$ cat src/rtl/board_io_pkg.sv
// rtl/board_io_pkg.sv - shared state codes, LED patterns and seven-segment decode for board_io_ctrl
package board_io_pkg;

    typedef enum logic [3:0] {
        S0  = 4'd0,  S1  = 4'd1,  S2  = 4'd2,  S3  = 4'd3,
        S4  = 4'd4,  S5  = 4'd5,  S6  = 4'd6,  S7  = 4'd7,
        S8  = 4'd8,  S9  = 4'd9,  S10 = 4'd10, S11 = 4'd11,
        S12 = 4'd12, S13 = 4'd13, S14 = 4'd14, S15 = 4'd15
    } state_e;

    localparam logic [3:0] LED_OFF   = 4'b0000;
    localparam logic [3:0] LED_IDLE  = 4'b0001;
    localparam logic [3:0] LED_LOAD  = 4'b0010;
    localparam logic [3:0] LED_EXEC  = 4'b0100;
    localparam logic [3:0] LED_STORE = 4'b1000;
    localparam logic [3:0] LED_DONE  = 4'b1111;
    localparam logic [3:0] LED_ERR   = 4'b1010;

    localparam logic [6:0] SEG_BLANK = 7'h7F;

    // Active-low {g,f,e,d,c,b,a} pattern for one hex nibble.
    function automatic logic [6:0] hex_to_seg(input logic [3:0] hex);
        logic [6:0] seg;
        case (hex)
            4'h0: seg = 7'h40;
            4'h1: seg = 7'h79;
            4'h2: seg = 7'h24;
            4'h3: seg = 7'h30;
            4'h4: seg = 7'h19;
            4'h5: seg = 7'h12;
            4'h6: seg = 7'h02;
            4'h7: seg = 7'h78;
            4'h8: seg = 7'h00;
            4'h9: seg = 7'h10;
            4'hA: seg = 7'h08;
            4'hB: seg = 7'h03;
            4'hC: seg = 7'h46;
            4'hD: seg = 7'h21;
            4'hE: seg = 7'h06;
            default: seg = 7'h0E;
        endcase
        return seg;
    endfunction

    // Groups of controller states share one indicator pattern; unused codes flag an error.
    function automatic logic [3:0] state_to_led(input logic [3:0] code);
        logic [3:0] led;
        case (state_e'(code))
            S0:                led = LED_OFF;
            S1:                led = LED_IDLE;
            S2, S3:            led = LED_LOAD;
            S4, S5, S6:        led = LED_EXEC;
            S8, S9, S10, S12:  led = LED_STORE;
            S15:               led = LED_DONE;
            default:           led = LED_ERR;
        endcase
        return led;
    endfunction

endpackage

$ cat src/rtl/io_debounce.sv
// rtl/io_debounce.sv - one-bit synchroniser, tick-based debouncer and rising-edge strobe
module io_debounce #(
    parameter int DEBOUNCE_TICKS = 20
) (
    input  logic clk,
    input  logic rst,
    input  logic tick,
    input  logic din,
    output logic level,
    output logic rise
);

    localparam int CW = $clog2(DEBOUNCE_TICKS + 1);

    logic          sync1_q, sync1_d;
    logic          sync2_q, sync2_d;
    logic          stable_q, stable_d;
    logic          prev_q, prev_d;
    logic          rise_q, rise_d;
    logic [CW-1:0] cnt_q, cnt_d;

    // Count consecutive mismatching ticks; the counter stops at the threshold, never wraps.
    always_comb begin
        sync1_d  = din;
        sync2_d  = sync1_q;
        stable_d = stable_q;
        cnt_d    = cnt_q;
        if (tick) begin
            if (sync2_q != stable_q) begin
                if (cnt_q >= CW'(DEBOUNCE_TICKS - 1)) begin
                    stable_d = sync2_q;
                    cnt_d    = '0;
                end else begin
                    cnt_d = cnt_q + CW'(1);
                end
            end else begin
                cnt_d = '0;
            end
        end
        prev_d = stable_q;
        rise_d = stable_q & ~prev_q;
    end

    // State registers; reset clears the synchroniser so a held input re-debounces.
    always_ff @(posedge clk or posedge rst) begin
        if (rst) begin
            sync1_q  <= 1'b0;
            sync2_q  <= 1'b0;
            stable_q <= 1'b0;
            prev_q   <= 1'b0;
            rise_q   <= 1'b0;
            cnt_q    <= '0;
        end else begin
            sync1_q  <= sync1_d;
            sync2_q  <= sync2_d;
            stable_q <= stable_d;
            prev_q   <= prev_d;
            rise_q   <= rise_d;
            cnt_q    <= cnt_d;
        end
    end

    assign level = stable_q;
    assign rise  = rise_q;

endmodule

$ cat src/rtl/board_io_ctrl.sv
// rtl/board_io_ctrl.sv - front-panel switches, buttons, seven-segment scan and state LEDs
module board_io_ctrl
    import board_io_pkg::*;
#(
    parameter int CLK_DIV        = 1000,
    parameter int N_SW           = 4,
    parameter int N_BTN          = 4,
    parameter int N_DIGITS       = 4,
    parameter int DEBOUNCE_TICKS = 20
) (
    input  logic                  CLK,
    input  logic                  Reset,
    input  logic [N_SW-1:0]       Slide_Switch,
    input  logic [N_BTN-1:0]      Button,
    input  logic [4*N_DIGITS-1:0] Result,
    input  logic [N_DIGITS-1:0]   Blank,
    input  logic [3:0]            State,
    output logic [N_SW-1:0]       User_Input0,
    output logic [N_BTN-1:0]      User_Input1,
    output logic [N_BTN-1:0]      Button_Pulse,
    output logic                  Tick,
    output logic [3:0]            LED,
    output logic [6:0]            Seg,
    output logic [N_DIGITS-1:0]   Digit_Sel
);

    localparam int TW = $clog2(CLK_DIV);
    localparam int IW = (N_DIGITS > 1) ? $clog2(N_DIGITS) : 1;

    logic [TW-1:0]       tick_cnt_q, tick_cnt_d;
    logic [IW-1:0]       idx_q, idx_d;
    logic [N_DIGITS-1:0] sel_q, sel_d;
    logic [6:0]          seg_q, seg_d;
    logic [3:0]          led_q, led_d;
    logic [N_SW-1:0]     sw_rise_unused;

    assign Tick = (tick_cnt_q == TW'(CLK_DIV - 1));

    genvar g;
    generate
        for (g = 0; g < N_SW; g++) begin : g_sw
            io_debounce #(.DEBOUNCE_TICKS(DEBOUNCE_TICKS)) u_sw (
                .clk   (CLK),
                .rst   (Reset),
                .tick  (Tick),
                .din   (Slide_Switch[g]),
                .level (User_Input0[g]),
                .rise  (sw_rise_unused[g])
            );
        end
        for (g = 0; g < N_BTN; g++) begin : g_btn
            io_debounce #(.DEBOUNCE_TICKS(DEBOUNCE_TICKS)) u_btn (
                .clk   (CLK),
                .rst   (Reset),
                .tick  (Tick),
                .din   (Button[g]),
                .level (User_Input1[g]),
                .rise  (Button_Pulse[g])
            );
        end
    endgenerate

    // Tick divider plus display scan; segment and digit enables load together so no mixed code shows.
    always_comb begin
        tick_cnt_d = Tick ? '0 : tick_cnt_q + TW'(1);
        idx_d      = idx_q;
        sel_d      = sel_q;
        seg_d      = seg_q;
        if (Tick) begin
            idx_d = (idx_q == IW'(N_DIGITS - 1)) ? '0 : idx_q + IW'(1);
            sel_d = ~(N_DIGITS'(1) << idx_d);
            seg_d = Blank[idx_d] ? SEG_BLANK : hex_to_seg(Result[4*idx_d +: 4]);
        end
        led_d = state_to_led(State);
    end

    // Output and scan registers.
    always_ff @(posedge CLK or posedge Reset) begin
        if (Reset) begin
            tick_cnt_q <= '0;
            idx_q      <= '0;
            sel_q      <= '1;
            seg_q      <= SEG_BLANK;
            led_q      <= LED_OFF;
        end else begin
            tick_cnt_q <= tick_cnt_d;
            idx_q      <= idx_d;
            sel_q      <= sel_d;
            seg_q      <= seg_d;
            led_q      <= led_d;
        end
    end

    assign Seg       = seg_q;
    assign Digit_Sel = sel_q;
    assign LED       = led_q;

endmodule

$ cat config.mk
export PLATFORM = sky130hd
export DESIGN_NAME = board_io_ctrl
export DESIGN_NICKNAME = d
export VERILOG_FILES = /design/src/rtl/board_io_pkg.sv /design/src/rtl/io_debounce.sv /design/src/rtl/board_io_ctrl.sv
export SDC_FILE = /design/constraint.sdc
export NUM_CORES = 1
export LEC_CHECK = 0
export ABC_CLOCK_PERIOD_IN_PS = 6700
export BUFFER_PORTS_ARGS = -buffer_cell sky130_fd_sc_hd__buf_4
export CAP_MARGIN = 20
export CORE_ASPECT_RATIO = 0.75
export CORE_MARGIN = 10
export CORE_UTILIZATION = 62
export DETAILED_ROUTE_END_ITERATION = 10
export MAX_ROUTING_LAYER = met4
export PLACE_DENSITY = 0.85
export RECOVER_POWER = 25
export SYNTH_ARGS = -nofsm -noshare
export SYNTH_HDL_FRONTEND = slang
export SYNTH_SLANG_ARGS = --single-unit
$ cat constraint.sdc
create_clock -name CLK -period 6.7 [get_ports CLK]
set_input_delay 0.67 -clock CLK [delete_from_list [all_inputs] [get_ports CLK]]
set_output_delay 0.67 -clock CLK [all_outputs]
set_load 0.01 [all_outputs]
==> results of run 1 <==
==> sequential cells by signal (all words and copies together) (netlist names) <==
signal               flops
g_btn.u_btn.cnt_q       20
g_sw.u_sw.cnt_q         20
tick_cnt_q              10
Seg                      7
Digit_Sel                4
LED                      4
g_btn.u_btn.level        4
g_btn.u_btn.prev_q       4
g_btn.u_btn.rise         4
g_btn.u_btn.sync1_q      4
g_btn.u_btn.sync2_q      4
g_sw.u_sw.level          4
g_sw.u_sw.sync1_q        4
g_sw.u_sw.sync2_q        4
idx_q                    2
==> logic make-up after synthesis <==
family | after synthesis
flip-flops | 99
adder cells (fa/ha/maj) | 20
multiplexers | 30
AND/OR/NAND/NOR | 119
buffers and inverters | 42
XOR/XNOR | 24
AO/OA/AOI/OAI | 100
==> layout make-up <==
| cell class | count | area, um2 | area share |
|---|---|---|---|
| inverter | 14 | 58.8 | 0.0108 |
| multi-input combinational | 293 | 2060 | 0.379 |
| tap | 101 | 126 | 0.0232 |
| clock buffer | 12 | 165 | 0.0303 |
| timing repair buffer | 64 | 477 | 0.0874 |
| clock inverter | 3 | 68.8 | 0.0126 |
| sequential | 99 | 2490 | 0.457 |
==> per-stage QoR <==
stage	util	worst slack, ns	area, um2
final	0.734	3.70	5450
after global routing	0.734	3.43	5450
after CTS	0.733	3.68	5450
after detailed placement	0.702	3.69	5220
after global placement	0.702	3.88	5220
after floorplan	-	3.46	4810
==> worst max-delay path by stage <==
stage | from | end | slack (ns) | depth (start not counted)
2_1_floorplan | Reset | LED[0] | 3.46 | 1
3_3_place_gp | idx_q[0] | Seg[6] | 3.88 | 9
3_5_place_dp | idx_q[0] | Seg[5] | 3.69 | 9
4_1_cts | idx_q[0] | Seg[5] | 3.68 | 9
5_1_grt | idx_q[0] | Seg[5] | 3.43 | 9
6_report | idx_q[0] | Seg[5] | 3.70 | 9
==> power by group through the flow <==
| stage | combinational, mW | sequential [mW] | clock (mW) |
|---|---|---|---|
| floorplan | 0.0335 | 0.628 | 0 |
| global placement | 0.0670 | 0.626 | 0 |
| detailed placement | 0.0693 | 0.626 | 0 |
| CTS | 0.0692 | 0.615 | 0.446 |
| global route | 0.0749 | 0.616 | 0.468 |
| finish | 0.0669 | 0.615 | 0.435 |
==> placed cells by master, fill, tap and decap left out, types with 4 or more instances in the layout <==
cell      count
a211o_1       5
a21oi_1      22
a22o_1       10
a31oi_1      11
a41oi_1       4
and3_1       10
buf_4        54
clkbuf_4      9
clkbuf_8     12
dfrtp_1      88
dfstp_2      11
ha_1         20
inv_1        12
mux2_2       18
mux2i_1       9
nand2_1      33
nand2b_1      5
nand3_1      20
nor2_1       26
nor2b_1       8
o21ai_0      29
or3_1         5
xnor2_1      12
xor2_1       12
==> routing by layer <==
metal / part of all wire / up-vias / track usage
met2: 0.49 / 61 / 0.281
met4: 0.015 / 0 / 0.0515
li1: - / 1621 / -
met5: 0 / - / -
met1: 0.46 / 1624 / 0.200
met3: 0.043 / 15 / 0.0474
==> results.py, run 1 <==
metrics = {
    "outcome": {
        "status": "finished with violations",
        "violations": "max-capacitance violations, max-slew violations",
    },
    "logic_synthesis": {
        "ys_ff_latch": 99,
        "synthFlopType": "dfrtp_1",
        "synth_top_area_frac": 0.458,
        "ys_top_cells_by_area": "dfrtp_1, dfstp_2, ha_1, mux2_2, o21ai_0",
        "synth_edf_count": 0,
        "synth_seq_area_share": 0.518,
        "synth_cells": 434,
        "synth_top_family_by_area": "compound AO/OA/AOI/OAI gates",
        "synth_mux_area_frac": 0.0750,
        "synth.avg_cell_area_um2": 11.1,
        "synthXorXnorAreaFrac": 0.0437,
        "synth-simple-area-share": 0.123,
        "syn_nets": 488,
        "ys_types": 45,
        "yosysMostFrequentCell": "dfrtp_1",
        "synth_adder_area_share": 0.0521,
        "synthTopCellsByCount": "dfrtp_1, nand2_1, o21ai_0",
        "synthArstFlopShare": 1.00,
        "synth_compound_area_frac": 0.135,
        "yosysWarnings": 0,
        "yosys.area.top_type": "dfrtp_1",
        "syn_area_um2": 4810,
    },
    "global_routing": {
        "overflow": 0,
        "grt_first_pass_wirelength_um": 15600,
        "grt_pass1_vias": 3337,
        "grt_max_degree": 59,
        "antenna_found_initial": 0,
        "grt_usage": 0.170,
    },
    "worst_hold_path": {
        "min_to": "g_sw[2].u_sw.sync2_q",
        "hold_start": "g_sw[2].u_sw.sync1_q",
        "whs_path_depth": 0,
        "hold_class": "flip-flop to flip-flop",
    },
    "sta": {
        "tightest_slew_ns": 1.76,
        "min_period_over_period": 0.448,
        "maxSlewHeadroom": -0.179,
        "setup_violations": 0,
        "fin_hold_ws_ns": 0.353,
        "tns_ns": 0,
        "period_needed_ns": 3.00,
        "final-hold-violation-count": 0,
        "finalClockSkew_ns": 0.00635,
        "rsz0062_at_grt": "no",
        "fmax_mhz": 333,
        "slew_violations": 43,
    },
    "clock_network": {
        "htreeDepth": 3,
        "cts_resized": 0,
        "clk_pin_slew_worst_paths_ns": 0.09,
        "cts_tree": "done",
        "cts_hold_buf": 0,
        "clock-root-buffer": "clkbuf_8",
        "cts_buffers": 9,
        "clk_latency_ns": 0.36,
        "postCtsSetupRepairBufs": 0,
        "cts.sinks": 99,
        "clockBufferDepth": 2,
    },
    "routing": {
        "vias": 3321,
        "drt_iter0_drc": 184,
        "wl_per_cell_um": 15.6,
        "wirelength_um": 9170,
        "route.detailed.drc": 0,
        "ant_nets": 0,
        "vias_per_cell": 5.67,
        "firstDrtPassIters": 4,
    },
    "setup_path": {
        "cp.arrival_ns": 3.27,
        "path_class": "flip-flop to flip-flop",
        "path_buf_inv": 2,
        "reg2reg_to": "Seg[5]",
        "rr_worst_depth": 9,
        "reg2reg_from": "idx_q[0]",
        "cp_top_family": "adder cells",
        "end_kind": "flip-flop",
        "crit_path_start_kind": "flip-flop",
        "critPathRequiredTime_ns": 6.97,
        "reg2reg_slack_ns": 3.70,
        "cp_max_fo": 11,
        "path_cells": "inv_1 > ha_1 > mux2_2 > o21ai_0 > inv_1 > ha_1 > mux2_2 > o21ai_0 > a21oi_1",
        "critPathSlowestCell": "ha_1",
        "critPathMaxStageDelay_ns": 0.60,
    },
    "final_layout": {
        "stdcell_count": 586,
        "areaGrowthSynthToFinish_pct": 13.4,
        "drive_gt1_frac": 0.245,
        "n_antenna_cell": 0,
        "fillers": 531,
        "num-nets-final": 535,
    },
    "pwr": {
        "power.density_nw_per_um2": 205,
        "p_clk_frac": 0.390,
        "pwr-share-comb": 0.060,
        "vdd_drop_max_uv": 167,
        "p_leak_nw": 2.58,
        "p_switching_mw": 0.234,
        "p_total_mw": 1.12,
        "p_int_mw": 0.882,
        "p_sw_frac": 0.210,
        "seq_power_share": 0.550,
    },
    "place": {
        "routabilityCongestion": 0.827,
        "dpl.hpwl_um": 6360,
        "io_buffers": 61,
        "dp.cells": 570,
    },
    "flow_run": {
        "cap_violations": 1,
    },
    "floorplanning": {
        "start_util": 0.647,
        "die_y_um": 96.2,
        "fp-row-count": 27,
        "die_area_um2": 11700,
        "io_pins": 62,
        "core_area_um2": 7430,
        "die_w_um": 122,
    },
}
(Power assumes the default switching activity.)
==> inputs of run 2 (changes only) <==
--- a/config.mk
+++ b/config.mk
@@ -5,15 +5,15 @@
 export SDC_FILE = /design/constraint.sdc
 export NUM_CORES = 1
 export LEC_CHECK = 0
-export ABC_CLOCK_PERIOD_IN_PS = 6700
+export ABC_CLOCK_PERIOD_IN_PS = 3100
 export BUFFER_PORTS_ARGS = -buffer_cell sky130_fd_sc_hd__buf_4
 export CAP_MARGIN = 20
 export CORE_ASPECT_RATIO = 0.75
 export CORE_MARGIN = 10
-export CORE_UTILIZATION = 62
+export CORE_UTILIZATION = 58
 export DETAILED_ROUTE_END_ITERATION = 10
 export MAX_ROUTING_LAYER = met4
-export PLACE_DENSITY = 0.85
+export PLACE_DENSITY = 0.8
 export RECOVER_POWER = 25
 export SYNTH_ARGS = -nofsm -noshare
 export SYNTH_HDL_FRONTEND = slang
==> constraint.sdc (replaced) <==
create_clock -name CLK -period 3.1 [get_ports CLK]
set_input_delay 0.31 -clock CLK [delete_from_list [all_inputs] [get_ports CLK]]
set_output_delay 0.31 -clock CLK [all_outputs]
set_load 0.01 [all_outputs]
==> run 2 against run 1 <==
  * The flow still finishes with violations (max-capacitance violations, max-slew violations)
  * Hold slack got worse by 0.30 ns
  * Cell area about the same
  * Critical path depth unchanged
  * Critical endpoint unchanged
==> results.py, run 2 (synthesis gave the netlist of run 1 again) <==
metrics = {
    "routing": {
        "wirelength_um": 9570,
        "vias": 3383,
        "drt_iter0_drc": 230,
        "wl_per_cell_um": 16.1,
        "firstDrtPassIters": 5,
        "vias_per_cell": 5.70,
        "ant_nets": 0,
        "route.detailed.drc": 0,
    },
    "global_routing": {
        "grt_max_degree": 56,
        "grt_usage": 0.161,
        "grt_busiest_layer": "met2",
        "grt_pass1_vias": 3423,
        "use_met2": 0.267,
        "antenna_found_initial": 0,
        "grtUsageMet3": 0.0530,
        "overflow": 0,
        "grt_first_pass_wirelength_um": 16200,
        "grt_use_met1": 0.183,
    },
    "setup_path": {
        "cp_max_fo": 7,
        "cp_top_family": "adder cells",
        "critPathMaxStageDelay_ns": 0.49,
        "crit_path_start_kind": "flip-flop",
        "critPathSlowestCell": "ha_1",
        "end_kind": "flip-flop",
        "path_cells": "inv_1 > ha_1 > mux2_2 > o21ai_1 > inv_1 > ha_1 > mux2_2 > o21ai_0 > a21oi_1",
        "critPathRequiredTime_ns": 3.38,
        "path_class": "flip-flop to flip-flop",
        "cp.arrival_ns": 3.04,
        "path_buf_inv": 2,
    },
    "clock_network": {
        "clock-root-buffer": "clkbuf_8",
        "htreeDepth": 3,
        "clk_latency_ns": 0.38,
        "cts_tree": "done",
        "cts_buffers": 9,
        "clockBufferDepth": 2,
        "clk_pin_slew_worst_paths_ns": 0.09,
        "cts.sinks": 99,
    },
    "floorplanning": {
        "die_y_um": 98.8,
        "die_w_um": 125,
        "core_area_um2": 7990,
        "io_pins": 62,
        "die_area_um2": 12400,
        "fp-row-count": 28,
        "start_util": 0.602,
    },
    "sta": {
        "tightest_slew_ns": 2.35,
        "setup_violations": 0,
        "min_period_over_period": 0.891,
        "final-hold-violation-count": 0,
        "tns_ns": 0,
        "rsz0062_at_grt": "no",
        "maxSlewHeadroom": -0.576,
        "finalClockSkew_ns": 0.00920,
        "fmax_mhz": 362,
        "slew_violations": 56,
        "period_needed_ns": 2.76,
    },
    "pwr": {
        "vdd_drop_max_uv": 367,
        "power.density_nw_per_um2": 433,
        "p_leak_nw": 2.58,
    },
    "final_layout": {
        "drive_gt1_frac": 0.246,
        "n_antenna_cell": 0,
        "areaGrowthSynthToFinish_pct": 13.4,
        "design_area_um2": 5450,
        "final_common_cell": "dfrtp_1",
        "final_cell_mix": "dfrtp_1, buf_4, nand2_1, o21ai_0, nor2_1",
        "reg_top3": "g_btn.u_btn.cnt_q: 20 flops, g_sw.u_sw.cnt_q: 20 flops, tick_cnt_q: 10 flops",
        "num-nets-final": 538,
        "fillers": 592,
    },
    "outcome": {
        "status": "finished with violations",
        "violations": "max-capacitance violations, max-slew violations",
    },
    "place": {
        "dpl.hpwl_um": 6840,
        "place_area_um2": 5250,
        "routabilityCongestion": 0.834,
        "io_buffers": 61,
    },
    "flow_run": {
        "cap_violations": 1,
    },
    "worst_hold_path": {
        "hold_class": "primary input to flip-flop",
    },
}
==> run 2: cell types whose count changed in the layout (fill, tap and decap cells not counted) <==
cell	previous run	this run
clkbuf_8	12	9
o21ai_0	29	28
buf_4	54	56
clkinv_4	1	2
inv_6	1	0
clkinv_2	0	2
clkbuf_1	1	3
o21ai_1	2	3
==> run 2: final cells by class <==
| cell class | instances | area, um2 | area share |
|---|---|---|---|
| clock buffer | 10 | 128 | 0.0234 |
| clock inverter | 5 | 78.8 | 0.0145 |
| inverter | 14 | 58.8 | 0.0108 |
| multi-input combinational | 293 | 2060 | 0.379 |
| sequential | 99 | 2490 | 0.457 |
| tap | 105 | 131 | 0.0241 |
| timing repair buffer | 67 | 495 | 0.0910 |
==> run 2: per-layer routing <==
layer / part of all wire / vias to the layer above
li1: - / 1624
met3: 0.050 / 19
met2: 0.50 / 87
met1: 0.44 / 1653
met5: 0 / -
met4: 0.015 / 0
==> run 2: where the power goes <==
group / total, mW / switching (mW) / internal [mW]
sequential: 1.33 / 0.0110 / 1.32
clock: 0.883 / 0.434 / 0.449
combinational: 0.147 / 0.0762 / 0.0706
==> run 2: stage by stage <==
stage               setup slack, ns  instances  hold slack (ns)  total power [mW]   util
CTS                           0.159        593           0.0211              2.38  0.683
global route                 0.0936        593           0.0379              2.45  0.682
detailed placement            0.177        578            0.338              1.51  0.657
global placement              0.411        578            0.331              1.50  0.657
finish                        0.338        593           0.0550              2.36  0.682
floorplan                     0.218        434            0.331              1.43      -
==> run 2: final timing paths <==
path | startpoint | end | slack, ns | depth (start not counted)
setup / recovery | idx_q[0] | Seg[5] | 0.34 | 9
hold / removal | Button[0] | g_btn[0].u_btn.sync1_q | 0.06 | 1
setup reg to reg | idx_q[0] | Seg[5] | 0.34 | 9
hold reg to reg | g_btn[1].u_btn.sync1_q | g_btn[1].u_btn.sync2_q | 0.36 | 0
max in group asynchronous | Reset | Seg[6] | 1.32 | 3
min in group asynchronous | Reset | g_btn[0].u_btn.cnt_q[1] | 0.58 | 2
==> run 2: repair_timing <==
item | in CTS | in global routing
setup buffers | 0 | 0
setup endpoints to repair | 0 | 4
hold buffers | 0 | 0
resized for setup | 0 | 1
